## src/rtl/alu_seq.sv

```systemverilog
// Clocked ALU: single-cycle logic/arithmetic ops plus iterative shifts and a
// shift-add multiply, all sharing one result/flag register.
module alu_seq #(
    parameter int W = 8
) (
    input  logic         clk,
    input  logic         rst,
    input  logic         start,
    input  logic         m,
    input  logic [3:0]   s,
    input  logic [W-1:0] a,
    input  logic [W-1:0] b,
    output logic [W-1:0] t,
    output logic         cf,
    output logic         zf,
    output logic         busy,
    output logic         done,
    output logic [1:0]   state_o
);
    localparam int CW   = $clog2(W);
    localparam int CNTW = CW + 1;

    typedef enum logic [1:0] {IDLE, SHL, SHR, MUL} state_t;
    typedef enum logic [1:0] {K_SINGLE, K_SHL, K_SHR, K_MUL} kind_t;

    // Handshake: start is taken on an edge where busy=0 (edge E0); a, b, m, s are
    // captured there. done pulses for one cycle when t/cf/zf have just been written.
    state_t           state_q;
    logic [W-1:0]     t_q;
    logic             cf_q;
    logic             zf_q;
    logic             busy_q;
    logic             done_q;
    logic [W-1:0]     work_q;
    logic [CNTW-1:0]  cnt_q;
    logic [2*W-1:0]   acc_q;
    logic [2*W-1:0]   mcand_q;
    logic [W-1:0]     mplier_q;

    kind_t            op_kind;
    logic [W-1:0]     op_res;
    logic             op_cf;
    logic             op_upd;
    logic [W:0]       sum;
    logic [CW-1:0]    shamt;
    logic [W-1:0]     shift_nxt;
    logic             shift_out;
    logic [2*W-1:0]   acc_nxt;

    assign shamt = b[CW-1:0];

    always_comb begin
        op_kind = K_SINGLE;
        op_res  = '0;
        op_cf   = cf_q;
        op_upd  = 1'b0;
        sum     = '0;
        case ({m, s})
            5'b0_1100: op_res = a;
            5'b1_1010,
            5'b1_0100: op_res = b;
            5'b1_0101: op_res = ~b;
            5'b1_1011: op_res = a & b;
            5'b1_1001: begin
                sum    = {1'b0, a} + {1'b0, b};
                op_res = sum[W-1:0];
                op_cf  = sum[W];
                op_upd = 1'b1;
            end
            5'b1_0110: begin
                sum    = {1'b0, b} - {1'b0, a};
                op_res = sum[W-1:0];
                op_cf  = sum[W];
                op_upd = 1'b1;
            end
            5'b1_0111: begin
                sum    = {1'b0, a} + {1'b0, b} + {{W{1'b0}}, cf_q};
                op_res = sum[W-1:0];
                op_cf  = sum[W];
                op_upd = 1'b1;
            end
            5'b1_1000: begin
                sum    = {1'b0, b} - {1'b0, a} - {{W{1'b0}}, cf_q};
                op_res = sum[W-1:0];
                op_cf  = sum[W];
                op_upd = 1'b1;
            end
            5'b0_0001,
            5'b0_0010: begin
                // A zero count finishes immediately with the operand unchanged.
                if (shamt == '0) begin
                    op_res = a;
                    op_cf  = 1'b0;
                    op_upd = 1'b1;
                end else begin
                    op_kind = s[0] ? K_SHL : K_SHR;
                end
            end
            5'b0_0011: op_kind = K_MUL;
            default:   op_res = '0;
        endcase
    end

    always_comb begin
        shift_nxt = '0;
        shift_out = 1'b0;
        if (state_q == SHL) begin
            shift_nxt = {work_q[W-2:0], 1'b0};
            shift_out = work_q[W-1];
        end else begin
            shift_nxt = {1'b0, work_q[W-1:1]};
            shift_out = work_q[0];
        end
        acc_nxt = mplier_q[0] ? (acc_q + mcand_q) : acc_q;
    end

    always_ff @(posedge clk or posedge rst) begin
        if (rst) begin
            state_q  <= IDLE;
            t_q      <= '0;
            cf_q     <= 1'b0;
            zf_q     <= 1'b0;
            busy_q   <= 1'b0;
            done_q   <= 1'b0;
            work_q   <= '0;
            cnt_q    <= '0;
            acc_q    <= '0;
            mcand_q  <= '0;
            mplier_q <= '0;
        end else begin
            done_q <= 1'b0;
            case (state_q)
                IDLE: begin
                    if (start) begin
                        case (op_kind)
                            K_SINGLE: begin
                                t_q    <= op_res;
                                done_q <= 1'b1;
                                if (op_upd) begin
                                    cf_q <= op_cf;
                                    zf_q <= (op_res == '0);
                                end
                            end
                            K_SHL, K_SHR: begin
                                work_q  <= a;
                                cnt_q   <= {1'b0, shamt};
                                busy_q  <= 1'b1;
                                state_q <= (op_kind == K_SHL) ? SHL : SHR;
                            end
                            default: begin
                                acc_q    <= '0;
                                mcand_q  <= {{W{1'b0}}, a};
                                mplier_q <= b;
                                cnt_q    <= CNTW'(W);
                                busy_q   <= 1'b1;
                                state_q  <= MUL;
                            end
                        endcase
                    end
                end
                SHL, SHR: begin
                    work_q <= shift_nxt;
                    cnt_q  <= cnt_q - 1'b1;
                    if (cnt_q == CNTW'(1)) begin
                        t_q     <= shift_nxt;
                        cf_q    <= shift_out;
                        zf_q    <= (shift_nxt == '0);
                        done_q  <= 1'b1;
                        busy_q  <= 1'b0;
                        state_q <= IDLE;
                    end
                end
                MUL: begin
                    acc_q    <= acc_nxt;
                    mcand_q  <= {mcand_q[2*W-2:0], 1'b0};
                    mplier_q <= {1'b0, mplier_q[W-1:1]};
                    cnt_q    <= cnt_q - 1'b1;
                    if (cnt_q == CNTW'(1)) begin
                        t_q     <= acc_nxt[W-1:0];
                        cf_q    <= |acc_nxt[2*W-1:W];
                        zf_q    <= (acc_nxt[W-1:0] == '0);
                        done_q  <= 1'b1;
                        busy_q  <= 1'b0;
                        state_q <= IDLE;
                    end
                end
                default: state_q <= IDLE;
            endcase
        end
    end

    assign t       = t_q;
    assign cf      = cf_q;
    assign zf      = zf_q;
    assign busy    = busy_q;
    assign done    = done_q;
    assign state_o = state_q;
endmodule

```

## config.mk

```make
export PLATFORM = sky130hd
export DESIGN_NAME = alu_seq
export DESIGN_NICKNAME = d
export VERILOG_FILES = /design/src/rtl/alu_seq.sv
export SDC_FILE = /design/constraint.sdc
export NUM_CORES = 1
export LEC_CHECK = 0
export CELL_PAD_IN_SITES_DETAIL_PLACEMENT = 1
export CELL_PAD_IN_SITES_GLOBAL_PLACEMENT = 1
export CORE_UTILIZATION = 40
export CTS_CLUSTER_DIAMETER = 50
export CTS_CLUSTER_SIZE = 24
export DETAILED_ROUTE_END_ITERATION = 12
export GPL_TIMING_DRIVEN = 0
export PLACE_DENSITY = 0.68
export SYNTH_ARGS = -nofsm -noshare
export SYNTH_HDL_FRONTEND = slang
export SYNTH_SLANG_ARGS = --single-unit
```

## constraint.sdc

```tcl
create_clock -name clk -period 5.63 [get_ports clk]
set_input_delay 1.4075 -clock clk [delete_from_list [all_inputs] [get_ports clk]]
set_output_delay 1.4075 -clock clk [all_outputs]
set_load 0.05 [all_outputs]
```

Word-level counts from Yosys, hierarchy flattened. Cells that the tools add are included.

Input bits: 24. Flip-flop bits (word level): 66. Word-level logic and storage cells: 128.

Multiplexer cells: 57. Reduce and logical (&&, ||, !) cells: 23. Equality and inequality tests: 29. Bitwise logic cells: 2. Add/sub/neg operators: 6.

Operators with widths (number): $mux W16 (5); $mux W8 (10); $pmux W8 S9 (1); $pmux W16 S2 (2); $eq A5 B5 Y1 const B (8); $pmux W8 S2 (2); $logic_not A8 Y1 (3); $pmux W8 S3 (1); $mux W1 (19); $add A16 B16 Y16 (1); $pmux W4 S2 (2); $ne A2 B2 Y1 const B (6); $pmux W2 S2 (3); $eq A5 B2 Y1 const B (2); $mux W2 (5); $add A8 B8 Y9 (1); $add A9 B1 Y9 (1); $reduce_and A3 Y1 (3); $sub A8 B8 Y9 (1); $sub A9 B1 Y9 (1); $and A8 B8 Y8 (1); $not A8 Y8 (1); $reduce_or A2 Y1 (4); $reduce_or A8 Y1 (1); 22 further kinds (33).

Logic depth before layout (Yosys ltp). Gate-level depths: netlist of run 1.

Word-level depth: 8. Depth in mapped cells: 13. Depth with buffers taken out: 13.

Worst setup path after synthesis of run 1. Ideal clock, no wire load.

Kind: input to register. Start: input a[1]. End: register cf_q, in the netlist cf. Cell stages on the path: 11. Data arrival time: 3.756 ns. Slack: 1.743 ns. Setup time: 0.131 ns. Path through: inv_1 ha_1 nand2b_1 a2111oi_2 a2111oi_4 xnor2_2 nor4_4 a311o_2 o2111a_1 o21ai_1 or3_1.

Longest elaborated chain between the ends: 7.

RTL lines: start: declaration (RTL line 11) `input logic [W-1:0] a,`; $sub A8 B8 Y9 or $add A8 B8 Y9 (tied branches); $sub A9 B1 Y9 or $add A9 B1 Y9 (tied branches) (RTL line 83, 77); $pmux W1 S5 * (RTL line 58) `case ({m, s})`; $mux W1 * (RTL line 139) `if (op_upd) begin`; $mux W1 * (RTL line 135) `case (op_kind)`; $mux W1 * (RTL line 134) `if (start) begin`; $pmux W1 S3 * (RTL line 132) `case (state_q)`; end signal: assignment (RTL line 140) `cf_q <= op_cf;`; end signal: assignment (RTL line 166) `cf_q <= shift_out;`; end signal: assignment (RTL line 180) `cf_q <= |acc_nxt[2*W-1:W];`; end: declaration (RTL line 30) `logic cf_q;`.

Every way passes the cells marked *; elsewhere a longest branch is shown, timed or not. The select of a mux whose other input is x is not followed. A chain may end at the register's enable or synchronous reset.

Final worst setup path of run 1.
Start: input b[0]. End: register zf_q, in the netlist zf.

Longest elaborated chain between the ends: 8.

RTL lines: start: declaration (RTL line 12) `input logic [W-1:0] b,`; $sub A8 B8 Y9 (tied with other cells) (RTL line 71, 83); $sub A9 B1 Y9 (tied with other cells) (RTL line 83) `sum = {1'b0, b} - {1'b0, a} - {{W{1'b0}}, cf_q};`; $pmux W8 S9 (RTL line 58); $logic_not A8 Y1 (RTL line 141) `zf_q <= (op_res == '0);`; $mux W1 (RTL line 139); $mux W1 (RTL line 135); $mux W1 (RTL line 134); $pmux W1 S3 (RTL line 132); end signal: assignment (RTL line 141); end signal: assignment (RTL line 167) `zf_q <= (shift_nxt == '0);`; end signal: assignment (RTL line 181) `zf_q <= (acc_nxt[W-1:0] == '0);`; end: declaration (RTL line 31) `logic zf_q;`.

Several ways; a longest one is shown, not always the timed one. The select of a mux whose other input is x is not followed.

==> results of run 1 <==
[cells by family after synthesis]
family | count (synthesis) | share of synthesized area
AOI/OAI and AO/OA | 230 | 0.273
xor gates and xnor gates | 26 | 0.0428
adders and majority gates | 48 | 0.107
muxes | 35 | 0.0616
buffers and inverters | 63 | 0.0479
and+or+nand+nor | 224 | 0.186
DFF | 66 | 0.282
[Yosys cell counts (5+ instances only)]
master,n,area share
nor2_1,56,0.036
a21o_1,11,0.014
inv_1,32,0.021
mux2_2,8,0.015
o31ai_1,6,0.0077
mux2i_1,27,0.046
o21a_1,7,0.0090
nand2_1,84,0.054
nor2b_1,8,0.0086
nand2b_1,8,0.0086
ha_1,45,0.096
or2_2,5,0.0053
o211ai_1,6,0.0077
a221o_1,5,0.0086
nor4_1,6,0.0064
nand3b_1,5,0.0064
nand3_1,12,0.010
o2111ai_1,6,0.0090
nor3_1,14,0.012
clkbuf_1,23,0.015
xnor2_1,18,0.027
o21ai_0,53,0.045
a31oi_1,7,0.0075
dfrtp_1,66,0.28
a211oi_1,18,0.023
a21oi_1,42,0.036
a22o_1,17,0.025
xor2_1,5,0.0075
a221oi_1,8,0.012
[report_power, final]
group | internal (mW) | switching (mW) | total [mW] | leakage, nW
sequential | 0.656 | 0.145 | 0.801 | 0.856
clock | 0.299 | 0.193 | 0.492 | 0.123
combinational | 0.697 | 1.28 | 1.98 | 1.87
[sequential cells by signal, summed over array words and instances, names as in the netlist]
| name | flops |
|---|---|
| acc_q | 16 |
| mcand_q | 16 |
| mplier_q | 8 |
| t | 8 |
| work_q | 8 |
| cnt_q | 4 |
| state_o | 2 |
| busy | 1 |
| cf | 1 |
| done | 1 |
| zf | 1 |
[layout make-up]
cell class | count | area (sq um)
fill | 1702 | 7420
buffer | 29 | 153
tap | 180 | 225
sequential | 66 | 1650
clock inverter | 1 | 5.00
clock buffer | 11 | 243
multi-input combinational | 563 | 3920
timing repair buffer | 35 | 350
inverter | 34 | 130
[path summary, 6_finish.rpt]
kind                                from           to  slack (ns)  cells past startpoint
worst max-delay path                b[0]           zf        0.60                     12
min in group asynchronous            rst  mplier_q[5]        1.61                      2
worst min-delay path                t[3]         t[3]        0.48                      1
worst max register to register  acc_q[2]           cf        2.37                     10
max in group asynchronous            rst    work_q[0]        3.45                      2
worst min register to register      t[3]         t[3]        0.48                      1
[per-layer routing]
layer  wire (um)  track usage
met3         551       0.0304
met2        9370        0.462
met4         587        0.104
met1        8940        0.358
met5           0            0
[worst max-delay path, delay by kind of cell]
kind / cells / cell delay (ns)
AO/OA/AOI/OAI: 5 / 1.70
adder cells (fa/ha/maj): 2 / 0.64
AND/OR/NAND/NOR: 3 / 0.59
buffers and inverters: 2 / 0.90
==> impl_metrics.py, run 1 <==
metrics = {
    "outcome": {
        "status": "complete, no violations",
    },
    "layout": {
        "mostFrequentLayoutCell": "nand2_1",
        "nets": 810,
        "instances_no_fill": 919,
        "fin_util": 0.474,
        "num_antenna_cells": 0,
        "drive_above_1_share": 0.0677,
        "final_area_sq_um": 6680,
        "area_growth_syn_to_layout_pct": 14.1,
        "final_cell_mix": "nand2_1 (84), dfrtp_1 (66), nor2_1 (56), o21ai_0 (53), ha_1 (45)",
    },
    "die": {
        "core_area_sq_um": 14100,
        "die_w_um": 123,
        "rows": 43,
        "io_pins": 38,
        "dieHeight_um": 123,
        "initial_core_util": 0.415,
        "dieArea_sq_um": 15100,
    },
    "routing": {
        "firstDrtPassIters": 5,
        "ant_nets": 0,
        "drtIter0Drc": 283,
        "drcViolationCount": 0,
        "wl_um": 19400,
        "vias": 5516,
        "avgViaCountPerCell": 6.00,
        "wire_per_inst_um": 21.2,
    },
    "global_route": {
        "antenna_found_initial": 0,
        "grt_pass1_wl_um": 31200,
        "grt_max_degree": 67,
        "gr-total-overflow": 0,
        "grt_pass1_vias": 5740,
        "grt_usage": 0.274,
    },
    "synth": {
        "ys_seq_area_frac": 0.282,
        "synth-seq-cells": 66,
        "synthCells": 692,
        "synth.net_count": 764,
        "synth_edf_count": 0,
        "synthArstFlopShare": 1.00,
        "synth_cell_types": 77,
        "netlist_area_sq_um": 5850,
        "synth.avg_cell_area_sq_um": 8.45,
        "synthFlopType": "dfrtp_1",
        "ys_warn_count": 0,
    },
    "clocking": {
        "htreeDepth": 3,
        "ctsResizeCount": 0,
        "cts-root-buf": "clkbuf_16",
        "cts_buffers": 9,
        "clk_pin_slew_ns": 0.05,
        "cts_tree": "built",
        "post_cts_buffers": 0,
        "clock_latency_ns": 0.33,
        "ctsLongestPathBuffers": 2,
        "postCtsHoldBufs": 0,
        "cts_sinks": 66,
    },
    "pwr": {
        "ir_worst_vdd_mv": 0.178,
        "p_total_mw": 3.27,
        "power_density_nw_per_um2": 491,
        "p_leak_nw": 2.85,
    },
    "critical_path": {
        "crit_fanout": 7,
        "crit_slowest_cell": "clkdlybuf4s50_1",
        "cp.required_ns": 5.85,
        "cpPeakStageDelay_ns": 0.81,
        "cp-end-kind": "register",
        "cp.arrival_ns": 5.25,
        "critPathLaunchType": "input pin",
        "crit_chain": "clkdlybuf4s50_1, inv_1, ha_1, fa_1, nor2b_1, o21a_1, nor3_1, o2111ai_1, a21oi_1, a2111oi_0, nand4_1, o31ai_1",
        "critical_path_class": "in -> reg",
    },
    "timing": {
        "rsz0062_at_grt": "no",
        "hold_viol_final": 0,
        "slew_headroom": 0.157,
        "finalClockSkew_ns": 0.00514,
        "fmax_mhz": 199,
        "post-route-period-util": 0.893,
        "fin_setup_tns_ns": 0,
        "slew_viol_final": 0,
        "worst_pin_slew_ns": 1.25,
        "fin_hold_ws_ns": 0.479,
        "finalCriticalPeriod_ns": 5.03,
        "setup_slack_ns": 0.600,
        "setup_viol": 0,
    },
    "placement": {
        "dp.cells": 907,
        "dp_slack_ns": 0.346,
        "io_buffer_count": 35,
        "dp_hpwl_um": 15100,
        "gp_congestion": 0.902,
        "placement.cell_area_sq_um": 6430,
    },
    "worst_hold_path": {
        "hold_path_class": "reg -> reg",
    },
    "job": {
        "drv.max_cap_violation_count": 0,
    },
}
(Power assumes the default switching activity.)
==> run 2, diff against run 1 <==
--- a/config.mk
+++ b/config.mk
@@ -7,12 +7,13 @@
 export LEC_CHECK = 0
 export CELL_PAD_IN_SITES_DETAIL_PLACEMENT = 1
 export CELL_PAD_IN_SITES_GLOBAL_PLACEMENT = 1
+export CORE_MARGIN = 8
 export CORE_UTILIZATION = 40
 export CTS_CLUSTER_DIAMETER = 50
 export CTS_CLUSTER_SIZE = 24
 export DETAILED_ROUTE_END_ITERATION = 12
 export GPL_TIMING_DRIVEN = 0
-export PLACE_DENSITY = 0.68
+export PLACE_DENSITY_LB_ADDON = 0.08
 export SYNTH_ARGS = -nofsm -noshare
 export SYNTH_HDL_FRONTEND = slang
 export SYNTH_SLANG_ARGS = --single-unit
==> impl_metrics.py, run 2 (same netlist as run 1, synthesis figures left out) <==
metrics = {
    "global_route": {
        "grt_pass1_vias": 5817,
        "grt_pass1_wl_um": 31500,
        "grt_usage": 0.214,
        "antenna_found_initial": 0,
        "gr-total-overflow": 0,
        "grt_max_degree": 67,
    },
    "timing": {
        "hold_viol_final": 0,
        "slew_viol_final": 0,
        "rsz0062_at_grt": "no",
        "fin_setup_tns_ns": 0,
        "finalCriticalPeriod_ns": 4.90,
        "slew_headroom": 0.0798,
        "finalClockSkew_ns": 0.00956,
        "fmax_mhz": 204,
        "worst_pin_slew_ns": 1.36,
        "post-route-period-util": 0.870,
        "setup_viol": 0,
    },
    "job": {
        "drv.max_cap_violation_count": 0,
    },
    "routing": {
        "ant_nets": 0,
        "firstDrtPassIters": 4,
        "avgViaCountPerCell": 6.06,
        "wl_um": 19700,
        "drcViolationCount": 0,
        "wire_per_inst_um": 21.2,
        "drtIter0Drc": 327,
        "vias": 5613,
    },
    "layout": {
        "nets": 810,
        "instances_no_fill": 927,
        "reg_top3": "acc_q: 16 flops, mcand_q: 16 flops",
        "mostFrequentLayoutCell": "nand2_1",
        "area_growth_syn_to_layout_pct": 15.2,
        "drive_above_1_share": 0.0727,
        "num_antenna_cells": 0,
        "fin_util": 0.467,
        "final_cell_mix": "nand2_1 (84), dfrtp_1 (66), nor2_1 (56), o21ai_0 (53), ha_1 (45)",
    },
    "critical_path": {
        "cp.arrival_ns": 5.11,
        "cp-end-kind": "register",
        "cp.required_ns": 5.84,
        "critPathTopFamily": "compound AO/OA/AOI/OAI gates",
        "crit_slowest_cell": "clkdlybuf4s50_1",
        "crit_fanout": 7,
        "crit_chain": "clkdlybuf4s50_1, inv_1, ha_1, fa_1, nor2b_1, o211ai_1, nand4b_1, o2111ai_1, o31a_2, o21ai_0, o2111a_1, o21ai_1, or3_1",
        "cpPeakStageDelay_ns": 0.77,
        "critical_path_class": "in -> reg",
        "critPathLaunchType": "input pin",
        "critPathBufInv": 2,
    },
    "placement": {
        "dp.cells": 911,
        "io_buffer_count": 35,
        "dp_hpwl_um": 15500,
        "gp_congestion": 0.881,
    },
    "pwr": {
        "p_leak_nw": 2.87,
        "power_density_nw_per_um2": 501,
        "p_total_mw": 3.38,
        "ir_worst_vdd_mv": 0.217,
    },
    "die": {
        "dieArea_sq_um": 18700,
        "rows": 44,
        "dieHeight_um": 137,
        "initial_core_util": 0.406,
        "core_area_sq_um": 14400,
        "io_pins": 38,
        "die_w_um": 137,
    },
    "clocking": {
        "htreeDepth": 3,
        "ctsResizeCount": 0,
        "postCtsHoldBufs": 0,
        "ctsLongestPathBuffers": 2,
        "clock_latency_ns": 0.34,
        "cts_sinks": 66,
        "cts_buffers": 9,
        "cts_tree": "built",
        "post_cts_buffers": 0,
        "clk_pin_slew_ns": 0.06,
        "cts-root-buf": "clkbuf_16",
    },
    "outcome": {
        "status": "complete, no violations",
    },
    "worst_hold_path": {
        "hold_path_class": "reg -> reg",
    },
}
run 2: cell count changes in the layout (fill, tap and decap cells not counted):
cell / change
bufinv_16: +1
clkbuf_8: +1
clkinvlp_4: +2
run 2: worst register-to-register path, cell delays in order (launching register included):
cell	delay, ns
dfrtp_1	0.43
ha_1	0.34
a211oi_1	0.41
nor3_1	0.15
o2111ai_1	0.37
a31oi_1	0.17
mux2_2	0.30
a221o_1	0.30
nor2_1	0.16
a41oi_1	0.15
or3_1	0.38
run 2: worst paths after layout:
path                               start          to  slack [ns]  cells after the start
worst max-delay path                b[0]          cf        0.73                     13
worst min-delay path                t[5]        t[5]        0.48                      1
worst max register to register  acc_q[1]          cf        2.37                     10
worst min register to register      t[5]        t[5]        0.48                      1
max in group asynchronous            rst   work_q[7]        3.47                      2
min in group asynchronous            rst  mcand_q[7]        1.59                      2
run 2: cell type report:
type	instances	area (sq um)
Buffer	29	153
Sequential cell	66	1650
Fill cell	1736	7680
Timing Repair Buffer	35	350
Inverter	34	130
Tap cell	184	230
Clock buffer	12	256
Clock inverter	4	50.0
Multi-Input combinational cell	563	3920
run 2: metal layers:
layer	wire length, um	GRT usage	vias to the layer above
li1	-	-	2661
met1	8820	0.269	2820
met2	9860	0.372	106
met3	664	0.0261	26
met4	346	0.0664	0
met5	0	0	-
run 2: where the power goes:
| part | leakage [nW] | total, mW | internal [mW] | switching [mW] |
|---|---|---|---|---|
| registers | 0.856 | 0.814 | 0.656 | 0.158 |
| clock network | 0.145 | 0.587 | 0.366 | 0.220 |
| logic | 1.87 | 1.98 | 0.697 | 1.28 |
| total | 2.87 | 3.38 | 1.72 | 1.66 |
run 2: through the flow:
| stage | hold WS, ns | area, sq um | setup WS [ns] |
|---|---|---|---|
| final | 0.476 | 6740 | 0.729 |
| after floorplan | 0.450 | 5850 | 1.74 |
| after global placement | 0.460 | 6430 | 0.539 |
| after detailed placement | 0.466 | 6430 | 0.481 |
| after CTS | 0.480 | 6740 | 0.810 |
| after global routing | 0.505 | 6740 | 0.594 |
